File: src/rtl/pipe_interlock_if.sv
// rtl/pipe_interlock_if.sv - ID/EX hazard inputs and interlock control outputs
interface pipe_interlock_if #(
  parameter int CNT_W = 32
);
  logic [5:0]       op_id;
  logic [5:0]       func_id;
  logic [4:0]       Rs_id;
  logic [4:0]       Rt_id;
  logic [5:0]       op_ex;
  logic [4:0]       Rw_ex;
  logic             flush;
  logic             pc_wr;
  logic             ifid_wr;
  logic             idex_bubble;
  logic             md_start;
  logic             md_busy;
  logic [CNT_W-1:0] stall_cnt;

  modport master (
    output op_id, func_id, Rs_id, Rt_id, op_ex, Rw_ex, flush,
    input  pc_wr, ifid_wr, idex_bubble, md_start, md_busy, stall_cnt
  );

  modport slave (
    input  op_id, func_id, Rs_id, Rt_id, op_ex, Rw_ex, flush,
    output pc_wr, ifid_wr, idex_bubble, md_start, md_busy, stall_cnt
  );
endinterface

File: src/rtl/pipe_interlock.sv
// rtl/pipe_interlock.sv - load-use and mult/div interlock with saturating stall counter
module pipe_interlock #(
  parameter int MD_LAT = 32,
  parameter int CNT_W  = 32
) (
  input logic            clk,
  input logic            rst,
  pipe_interlock_if.slave bus
);
  localparam logic [5:0] OP_RTYPE = 6'b000000;
  localparam logic [5:0] OP_BEQ   = 6'b000100;
  localparam logic [5:0] OP_BNE   = 6'b000101;
  localparam logic [5:0] OP_LW    = 6'b100011;
  localparam logic [5:0] OP_SW    = 6'b101011;
  localparam logic [5:0] FN_JR    = 6'b001000;
  localparam logic [5:0] FN_JALR  = 6'b001001;
  localparam logic [5:0] FN_MFHI  = 6'b010000;
  localparam logic [5:0] FN_MFLO  = 6'b010010;

  localparam logic [5:0]       MD_LOAD = 6'(MD_LAT);
  localparam logic [CNT_W-1:0] CNT_MAX = '1;

  logic             is_r;
  logic             is_jr;
  logic             is_md;
  logic             is_hl;
  logic             uses_rt;
  logic             ld_haz;
  logic             md_haz;
  logic             stall;
  logic             md_busy;
  logic             md_start;
  logic [5:0]       md_cnt_q, md_cnt_d;
  logic [CNT_W-1:0] stall_cnt_q, stall_cnt_d;

  always_comb begin
    is_r    = (bus.op_id == OP_RTYPE);
    is_jr   = is_r && ((bus.func_id == FN_JR) || (bus.func_id == FN_JALR));
    is_md   = is_r && (bus.func_id[5:2] == 4'b0110);
    is_hl   = is_r && ((bus.func_id == FN_MFHI) || (bus.func_id == FN_MFLO));
    uses_rt = (bus.op_id == OP_BEQ) || (bus.op_id == OP_BNE) || (bus.op_id == OP_SW) ||
              (is_r && !is_hl && !is_jr);

    // rs is compared for every ID instruction; r0 never matches so the bubble cannot self-stall
    ld_haz  = (bus.op_ex == OP_LW) && (bus.Rw_ex != 5'd0) &&
              ((bus.Rs_id == bus.Rw_ex) || (uses_rt && (bus.Rt_id == bus.Rw_ex)));
    md_busy = (md_cnt_q != 6'd0);
    md_haz  = md_busy && (is_md || is_hl);
    stall   = (ld_haz || md_haz) && !bus.flush;
    md_start = is_md && !stall && !bus.flush;
  end

  always_comb begin
    md_cnt_d = md_cnt_q;
    if (md_start) begin
      md_cnt_d = MD_LOAD;
    end else if (md_busy) begin
      md_cnt_d = md_cnt_q - 6'd1;
    end

    stall_cnt_d = stall_cnt_q;
    if (stall && (stall_cnt_q != CNT_MAX)) begin
      stall_cnt_d = stall_cnt_q + 1'b1;
    end
  end

  always_ff @(posedge clk) begin
    if (rst) begin
      md_cnt_q    <= 6'd0;
      stall_cnt_q <= '0;
    end else begin
      md_cnt_q    <= md_cnt_d;
      stall_cnt_q <= stall_cnt_d;
    end
  end

  assign bus.pc_wr       = !stall;
  assign bus.ifid_wr     = !stall;
  assign bus.idex_bubble = stall || bus.flush;
  assign bus.md_start    = md_start;
  assign bus.md_busy     = md_busy;
  assign bus.stall_cnt   = stall_cnt_q;
endmodule

File: src/flat_wrapper.sv
// flat-port wrapper written by rule: the top's interface ports become plain ports
module pipe_interlock_flat 
#(
  parameter int MD_LAT = 32,
  parameter int CNT_W  = 32
)
  (clk, rst, bus_op_id, bus_func_id, bus_Rs_id, bus_Rt_id, bus_op_ex, bus_Rw_ex, bus_flush, bus_pc_wr, bus_ifid_wr, bus_idex_bubble, bus_md_start, bus_md_busy, bus_stall_cnt);
  pipe_interlock_if #(.CNT_W(CNT_W)) bus_i ();
  input logic clk;
  input logic rst;
  input wire logic [$bits(bus_i.op_id)-1:0] bus_op_id;
  input wire logic [$bits(bus_i.func_id)-1:0] bus_func_id;
  input wire logic [$bits(bus_i.Rs_id)-1:0] bus_Rs_id;
  input wire logic [$bits(bus_i.Rt_id)-1:0] bus_Rt_id;
  input wire logic [$bits(bus_i.op_ex)-1:0] bus_op_ex;
  input wire logic [$bits(bus_i.Rw_ex)-1:0] bus_Rw_ex;
  input wire logic [$bits(bus_i.flush)-1:0] bus_flush;
  output wire logic [$bits(bus_i.pc_wr)-1:0] bus_pc_wr;
  output wire logic [$bits(bus_i.ifid_wr)-1:0] bus_ifid_wr;
  output wire logic [$bits(bus_i.idex_bubble)-1:0] bus_idex_bubble;
  output wire logic [$bits(bus_i.md_start)-1:0] bus_md_start;
  output wire logic [$bits(bus_i.md_busy)-1:0] bus_md_busy;
  output wire logic [$bits(bus_i.stall_cnt)-1:0] bus_stall_cnt;
  assign bus_i.op_id = bus_op_id;
  assign bus_i.func_id = bus_func_id;
  assign bus_i.Rs_id = bus_Rs_id;
  assign bus_i.Rt_id = bus_Rt_id;
  assign bus_i.op_ex = bus_op_ex;
  assign bus_i.Rw_ex = bus_Rw_ex;
  assign bus_i.flush = bus_flush;
  assign bus_pc_wr = bus_i.pc_wr;
  assign bus_ifid_wr = bus_i.ifid_wr;
  assign bus_idex_bubble = bus_i.idex_bubble;
  assign bus_md_start = bus_i.md_start;
  assign bus_md_busy = bus_i.md_busy;
  assign bus_stall_cnt = bus_i.stall_cnt;
  pipe_interlock #(.MD_LAT(MD_LAT), .CNT_W(CNT_W)) u_core (.clk(clk), .rst(rst), .bus(bus_i));
endmodule
File: config.mk
export PLATFORM = sky130hd
export DESIGN_NAME = pipe_interlock_flat
export DESIGN_NICKNAME = d
export VERILOG_FILES = /design/src/rtl/pipe_interlock_if.sv /design/src/rtl/pipe_interlock.sv /design/src/flat_wrapper.sv
export SDC_FILE = /design/constraint.sdc
export NUM_CORES = 1
export LEC_CHECK = 0
export BUFFER_PORTS_ARGS = -buffer_cell sky130_fd_sc_hd__buf_2
export CAP_MARGIN = 20
export CORE_ASPECT_RATIO = 0.6
export CORE_MARGIN = 2
export CORE_UTILIZATION = 55
export DETAILED_ROUTE_END_ITERATION = 10
export PLACE_DENSITY = 0.85
export SYNTH_ARGS = -nofsm -noshare
export SYNTH_HDL_FRONTEND = slang
export SYNTH_SLANG_ARGS = --single-unit
File: constraint.sdc
create_clock -name clk -period 4.32 [get_ports clk]
set_input_delay 0.216 -clock clk [delete_from_list [all_inputs] [get_ports clk]]
set_output_delay 0.216 -clock clk [all_outputs]
set_load 0.005 [all_outputs]
==> run metrics, run 1 <==
GR Overflow Total=0; total internal power=0.000720 W; Netlist Area Pre-Place=2360 µm²; CTS buffer count=5; post-synthesis xor/xnor area fraction=0.0556; htree depth=2; CTS Buffer Depth=2; met3 Usage GRT=0.0513; initial antenna violation count=0; asr flop ratio synth=0; cells on worst reg2reg path=6; setup ws final=around 1.6 ns; largest net degree at the start of global routing=54; Initial Util=0.573; Filler cells=350; sw power=0.000260 W; Post-synth EDFFs=0; CP Class=reg2reg; pwr dens=340 nW/µm²; all-layer global routing usage=0.250; number of remaining DRC errors=0; Yosys warnings=0; final non-filler cell total=~420; leading cell type by number of instances after synthesis=dfxtp_1; Slew Limit Fails=0; Synth area leaders=dfxtp_1 32%, mux2_1 6.2%, nor2_1 4.4%; Setup crit end kind=flop; CP max FO=23; fin crit share=0.626; later-pin clock latency in the skew report=0.30 ns; Post-synth top cells=38 x dfxtp_1, 28 x nor2_1, 19 x nand2_1; CTS tree=done; Peak supply drop=0.000248 V; syn nets=334; Die Y=about 55 µm; share of Yosys cell area claimed by the top area cell type=0.322; RD Place Congestion=0.778; antenna cells=0; # rows=18; Clock Skews=0.00954 ns; Avg Cell Area, Syn=8.01 µm²; Clock Power Share=0.381; dpl cells=between 400 and 500; dpl hpwl=4310 µm; hold_buf cts=0; met1 usage=0.347; Hold Path Class=in2reg; Routed Antenna Nets=0; post-cts sizing count=0; worst endpoint required time=4.49 ns; clock root buffer=clkbuf_8; simple-gate share of the synthesized area=0.366; Core Area=~4000 µm²; clk sinks=38; largest family of logic cells by synthesized area=simple AND/OR/NAND/NOR gates; Hold Fails Final Rpt=0; die width=approximately 89 µm; first-pass GRT wire length=9440 µm; min cycle time layout=2.70 ns; IO Count=73; Unique masters post-synth=41; WP data arrival=around 2.9 ns; Vias/cell=around 5.9; post-synthesis sequential area ratio=0.322; Synth Flop Type=dfxtp_1; Logic pwr share=0.214; mux contribution to synthesized area=0.0704; Synth Area in Compound Gates=0.130; I/O Buffers=72; Worst-Margin Slew=0.884 ns; Worst Setup Start Kind=flop; Mapped Cells=295; sequential power share=0.405; Finish-stage setup viols=0; share of synthesized cell area in full adder, half adder and majority cells=0.0159; LEAKAGE=1.14 nW; DR iter-0 viols=approximately 180; Hold Path Stages=4; nets@finish=397; routing usage on met2=0.405; die area=4850 µm²; synth-to-layout area growth=21.9%; CTS clk-pin slew, worst paths=about 0.07 ns; Yosys reg bits=38; Fmax=370 MHz; DRT Wirelength=5980 µm; status=completed; RSZ-0062 raised after global routing=no; Slew headroom=0.410; Post-CTS Setup Bufs=0; vias in the first global route=~2100; drt first pass iters=5; max_cap viols=0; DR WL/cell=14.3 µm; Setup TNS Final=0 ns; Net Sw Frac=0.265; Most Crowded Layer GR=met2; Post-Place Setup Slack=between 1.5 and 2 ns; via count=2461; area leader, netlist=dfxtp_1; fraction of layout cells with a size suffix above 1=0.245
## placed cells by master, fill, tap and decap left out, types with 3 or more instances in the layout
cell | netlist | final
buf_2 | 3 | 72
dfxtp_1 | 38 | 38
nor2_1 | 28 | 28
nand2_1 | 19 | 19
nor3_1 | 16 | 16
a21oi_1 | 16 | 16
nand4_1 | 15 | 15
or4_1 | 14 | 14
nor2b_1 | 14 | 14
nor4_1 | 13 | 13
mux2_1 | 13 | 13
o31ai_1 | 11 | 11
nand3_1 | 9 | 9
xnor2_1 | 8 | 8
xor2_1 | 7 | 7
clkbuf_8 | 0 | 6
inv_1 | 5 | 5
and2_1 | 5 | 5
or3_1 | 5 | 5
and3_1 | 4 | 4
o21ba_2 | 4 | 4
nand2b_1 | 4 | 4
nor3b_1 | 3 | 3
o21ai_0 | 3 | 3
o31a_1 | 3 | 3
o21ai_1 | 3 | 3
ha_1 | 3 | 3
## power groups by stage
stage	logic (W)	clock network (W)	registers (W)
3_3_place_gp	0.000201	0	0.000404
3_5_place_dp	0.000210	0	0.000405
5_1_grt	0.000244	0.000394	0.000400
4_1_cts	0.000212	0.000378	0.000397
2_1_floorplan	0.000161	0	0.000400
6_report	0.000210	0.000373	0.000397
## flip-flops by register name, summed over array words and instances, names as in the netlist
signal / flops
u_core.bus.stall_cnt: 32
u_core.md_cnt_q: 6
## cell type report
cell class,count,area [µm²],area share
clock buffer,6,82.6,0.0287
clock inverter,2,60.1,0.0209
inverter,5,18.8,0.00652
multi-input combinational,234,1510,0.523
sequential,38,761,0.264
tap,60,75.1,0.0261
timing repair buffer,74,375,0.130
## routing by layer
layer	up-vias	wire length [µm]	share of wire
li1	1216	-	-
met1	1150	2870	0.48
met2	87	2640	0.44
met3	8	426	0.071
met4	0	51	0.0085
met5	-	0	0
## final timing paths
kind                                 start                  endpoint  slack [ns]
setup / recovery   u_core.bus.stall_cnt[5]   u_core.bus.stall_cnt[4]        1.62
hold / removal              bus_func_id[3]        u_core.md_cnt_q[0]        0.38
setup reg to reg   u_core.bus.stall_cnt[5]   u_core.bus.stall_cnt[4]        1.62
hold reg to reg   u_core.bus.stall_cnt[20]  u_core.bus.stall_cnt[20]        0.51
## logic make-up (layout without fill, tap and decap cells)
| group | after synthesis | in the layout |
|---|---|---|
| AOI/OAI and AO/OA | 45 | 45 |
| DFF | 38 | 38 |
| adders and majority gates | 3 | 3 |
| and+or+nand+nor | 156 | 156 |
| xor gates and xnor gates | 15 | 15 |
| muxes | 15 | 15 |
| buffers and inverters | 23 | 87 |
## stage by stage
step	hold WS [ns]	instance area [µm²]	util	total power [W]
3_3_place_gp	0.484	2740	0.664	0.000605
3_5_place_dp	0.500	2740	0.664	0.000615
2_1_floorplan	0.476	2360	-	0.000561
4_1_cts	0.377	2880	0.699	0.000987
6_report	0.375	2880	0.699	0.000980
5_1_grt	0.449	2880	0.699	0.00104
## critical path, stage by stage, from the launching register on
cell and delay [ns]:
dfxtp_1 0.44, nand4_1 0.26, nor3_2 0.49, and4b_1 0.62
buf_4 0.35, nor3_1 0.09, mux2_1 0.33
Note: power is estimated with default switching activity, not from simulation.
==> run 2, diff against run 1 <==
Settings changed: ABC_AREA set to 1, CORE_UTILIZATION 55 to 54, PLACE_DENSITY 0.85 to 0.81.
Clock period 4.32 ns to 2.49 ns, I/O delays scaled along.
==> run 2 against run 1 <==
Against the previous run:
- design area grew 17%
- cell count grew 43%
- combinational power grew 85%
- register-to-register slack got worse by 1.2 ns
- synthesized cell count grew 58%
- fmax is 29% higher
- sequential share of layout area shrank 3.8 points
- via count grew 34%
- clock power increased by 22%
- critical endpoint is now u_core.bus.stall_cnt[11]
- largest power group unchanged
==> run metrics, run 2 <==
CP max FO=22 (-4.3%); I/O Buffers=72 (unchanged); Die Y=60.4 µm (+10%); die area=5920 µm² (+22%); # rows=20 (+2); CTS tree=done; area leader, netlist=dfxtp_1; fraction of layout cells with a size suffix above 1=0.213 (-0.0320); antenna cells=0 (unchanged); Fmax=477 MHz (+29%); placed cell area=3280 µm² (+20%); synth-to-layout area growth=17.7%; syn nets=504 (+51%); max FFs per register=32 (unchanged); Vias/cell=5.49 (-6.5%); Setup crit end kind=flop; Finish-stage setup viols=0 (unchanged); Unique masters post-synth=29 (-29%); Worst path slowest cell=dfxtp_1; leading cell type by number of instances after synthesis=nand2_1; hold_buf cts=0 (unchanged); most frequent cells in the layout=149 x nand2_1, 72 x buf_2, 64 x nor2_1; nets@finish=573 (+44%); clock root buffer=clkbuf_8; cell area after layout=3370 µm² (+17%); Core Area=5080 µm² (+23%); htree depth=2 (unchanged); status=completed; clk sinks=38 (unchanged); via count=3299 (+34%); commonest non-fill, non-tap cell in the layout=nand2_1; max_cap viols=0 (unchanged); Peak supply drop=0.000594 V (+140%); slowest stage delay, CP=0.40 ns (-0.22 ns); RD Place Congestion=0.918 (+18%); Hold Path Class=in2reg; post-cts sizing count=0 (unchanged); Post-synth EDFFs=0 (unchanged); initial antenna violation count=0 (unchanged); IO Count=73 (unchanged); fin crit share=0.842 (+0.216); Hold Path Stages=4 (unchanged); DR iter-0 viols=297 (+62%); LEAKAGE=1.47 nW (+28%); asr flop ratio synth=0 (unchanged); R2R Setup Slk=0.39 ns (-1.22 ns); all-layer global routing usage=0.301 (+0.0504); Post-CTS Setup Bufs=0 (unchanged); number of remaining DRC errors=0 (unchanged); Yosys warnings=0 (unchanged); Slew Limit Fails=0 (unchanged); cells on worst reg2reg path=10 (+4); DRT Wirelength=8380 µm (+40%); Slew headroom=0.498 (+0.0877); first-pass GRT wire length=14100 µm (+49%); largest net degree at the start of global routing=35 (-35%); Routed Antenna Nets=0 (unchanged); min cycle time layout=2.10 ns (-0.608 ns); CTS Buffer Depth=2 (unchanged); CTS buffer count=5 (unchanged); Clock Skews=0.0129 ns (+0.00333 ns); dpl hpwl=6390 µm (+48%); pwr dens=453 nW/µm² (+33%); Netlist Area Pre-Place=2860 µm² (+21%); vias in the first global route=2988 (+41%); drt first pass iters=6 (+1); CP Class=reg2reg; Post-synth top cells=149 x nand2_1, 64 x nor2_1, 43 x inv_1; RSZ-0062 raised after global routing=no; share of Yosys cell area claimed by the top area cell type=0.266 (-0.0564); DR WL/cell=13.9 µm (-2.4%); Yosys reg bits=38 (unchanged); Worst Setup Start Kind=flop; Filler cells=483 (+38%); Mapped Cells=465 (+58%); Hold Fails Final Rpt=0 (unchanged); worst path cell trace=ha_1 -> inv_1 -> nor3_4 -> nand2_2 -> nor2_4 -> nand4_4 -> nand3_2 -> buf_12 -> nand2_1 -> a21oi_1; Initial Util=0.564 (-0.00937); GR Overflow Total=0 (unchanged); WP data arrival=2.32 ns (-0.56 ns); die width=98.0 µm (+11%); Worst-Margin Slew=0.753 ns (-0.132 ns); Synth area leaders=dfxtp_1 27%, nand2_1 20%, nor2_1 8.4%; Synth Flop Type=dfxtp_1; later-pin clock latency in the skew report=0.31 ns (about the same); post-synthesis sequential area ratio=0.266 (-0.0564); Setup TNS Final=0 ns (unchanged); Avg Cell Area, Syn=6.16 µm² (-23%); worst endpoint required time=2.71 ns (-1.78 ns); CTS clk-pin slew, worst paths=0.07 ns (about the same)
==> run 2: changes by cell type after synthesis, moves of 7 or more <==
cell,change
nand2_2,+11
a21oi_2,+10
inv_1,+38
mux2_1,-13
nor4_1,-13
nand4_1,+22
nor2_1,+36
nand3b_1,+8
nand2_1,+130
nor2b_1,-14
or4_1,-14
a21oi_1,+7
o31ai_1,-11
xor2_1,+7
==> run 2: cell type report <==
type / count / area [µm²] / area share
clock inverter: 1 / 5.00 / 0.00148
multi-input combinational: 365 / 1840 / 0.546
clock buffer: 7 / 86.3 / 0.0256
sequential: 38 / 761 / 0.226
timing repair buffer: 79 / 425 / 0.126
tap: 66 / 82.6 / 0.0245
inverter: 45 / 169 / 0.0501
==> run 2: cell families (layout without fill, tap and decap cells) <==
group                      after synthesis  after routing  share of synthesized area
DFF                                     38             38                      0.266
buffers and inverters                   62            132                     0.0913
xor gates and xnor gates                24             24                     0.0734
adders and majority gates                3              3                     0.0131
AOI/OAI and AO/OA                       35             35                     0.0747
and+or+nand+nor                        303            303                      0.482
==> run 2: power breakdown <==
part           internal [W]  total (W)  switching [W]
sequential         0.000653   0.000684      0.0000307
combinational      0.000180   0.000388       0.000209
clock              0.000224   0.000454       0.000231
==> run 2: critical path: cells and delay by family (launching register included) <==
kind                     cells  cell delay, ns
buffers and inverters        2            0.33
flip-flops                   1            0.40
adder cells (fa/ha/maj)      1            0.27
AND/OR/NAND/NOR              6            0.89
AO/OA/AOI/OAI                1            0.12
==> run 2: per-layer routing <==
metal	vias to the layer above	share of wire	routed length (µm)	GRT usage
met2	148	0.40	3380	0.463
met5	-	0	0	0
li1	1636	-	-	-
met3	16	0.10	854	0.0691
met1	1499	0.48	4040	0.433
met4	0	0.013	110	0.0774
==> run 2: path summary, 6_finish.rpt <==
kind	from	endpoint
setup reg to reg	u_core.bus.stall_cnt[1]	u_core.bus.stall_cnt[11]
setup / recovery	u_core.bus.stall_cnt[1]	u_core.bus.stall_cnt[11]
hold reg to reg	u_core.bus.stall_cnt[31]	u_core.bus.stall_cnt[31]
hold / removal	bus_flush	u_core.md_cnt_q[5]
==> run 2: stage by stage <==
stage	hold WS (ns)	cells	power (W)	util	worst slack, ns
finish	0.192	601	0.00153	0.664	0.394
CTS	0.198	601	0.00154	0.664	0.407
global route	0.236	601	0.00163	0.664	0.184
floorplan	0.334	465	0.000972	-	0.564
detailed placement	0.490	593	0.00109	0.646	0.426
global placement	0.478	593	0.00108	0.646	0.516
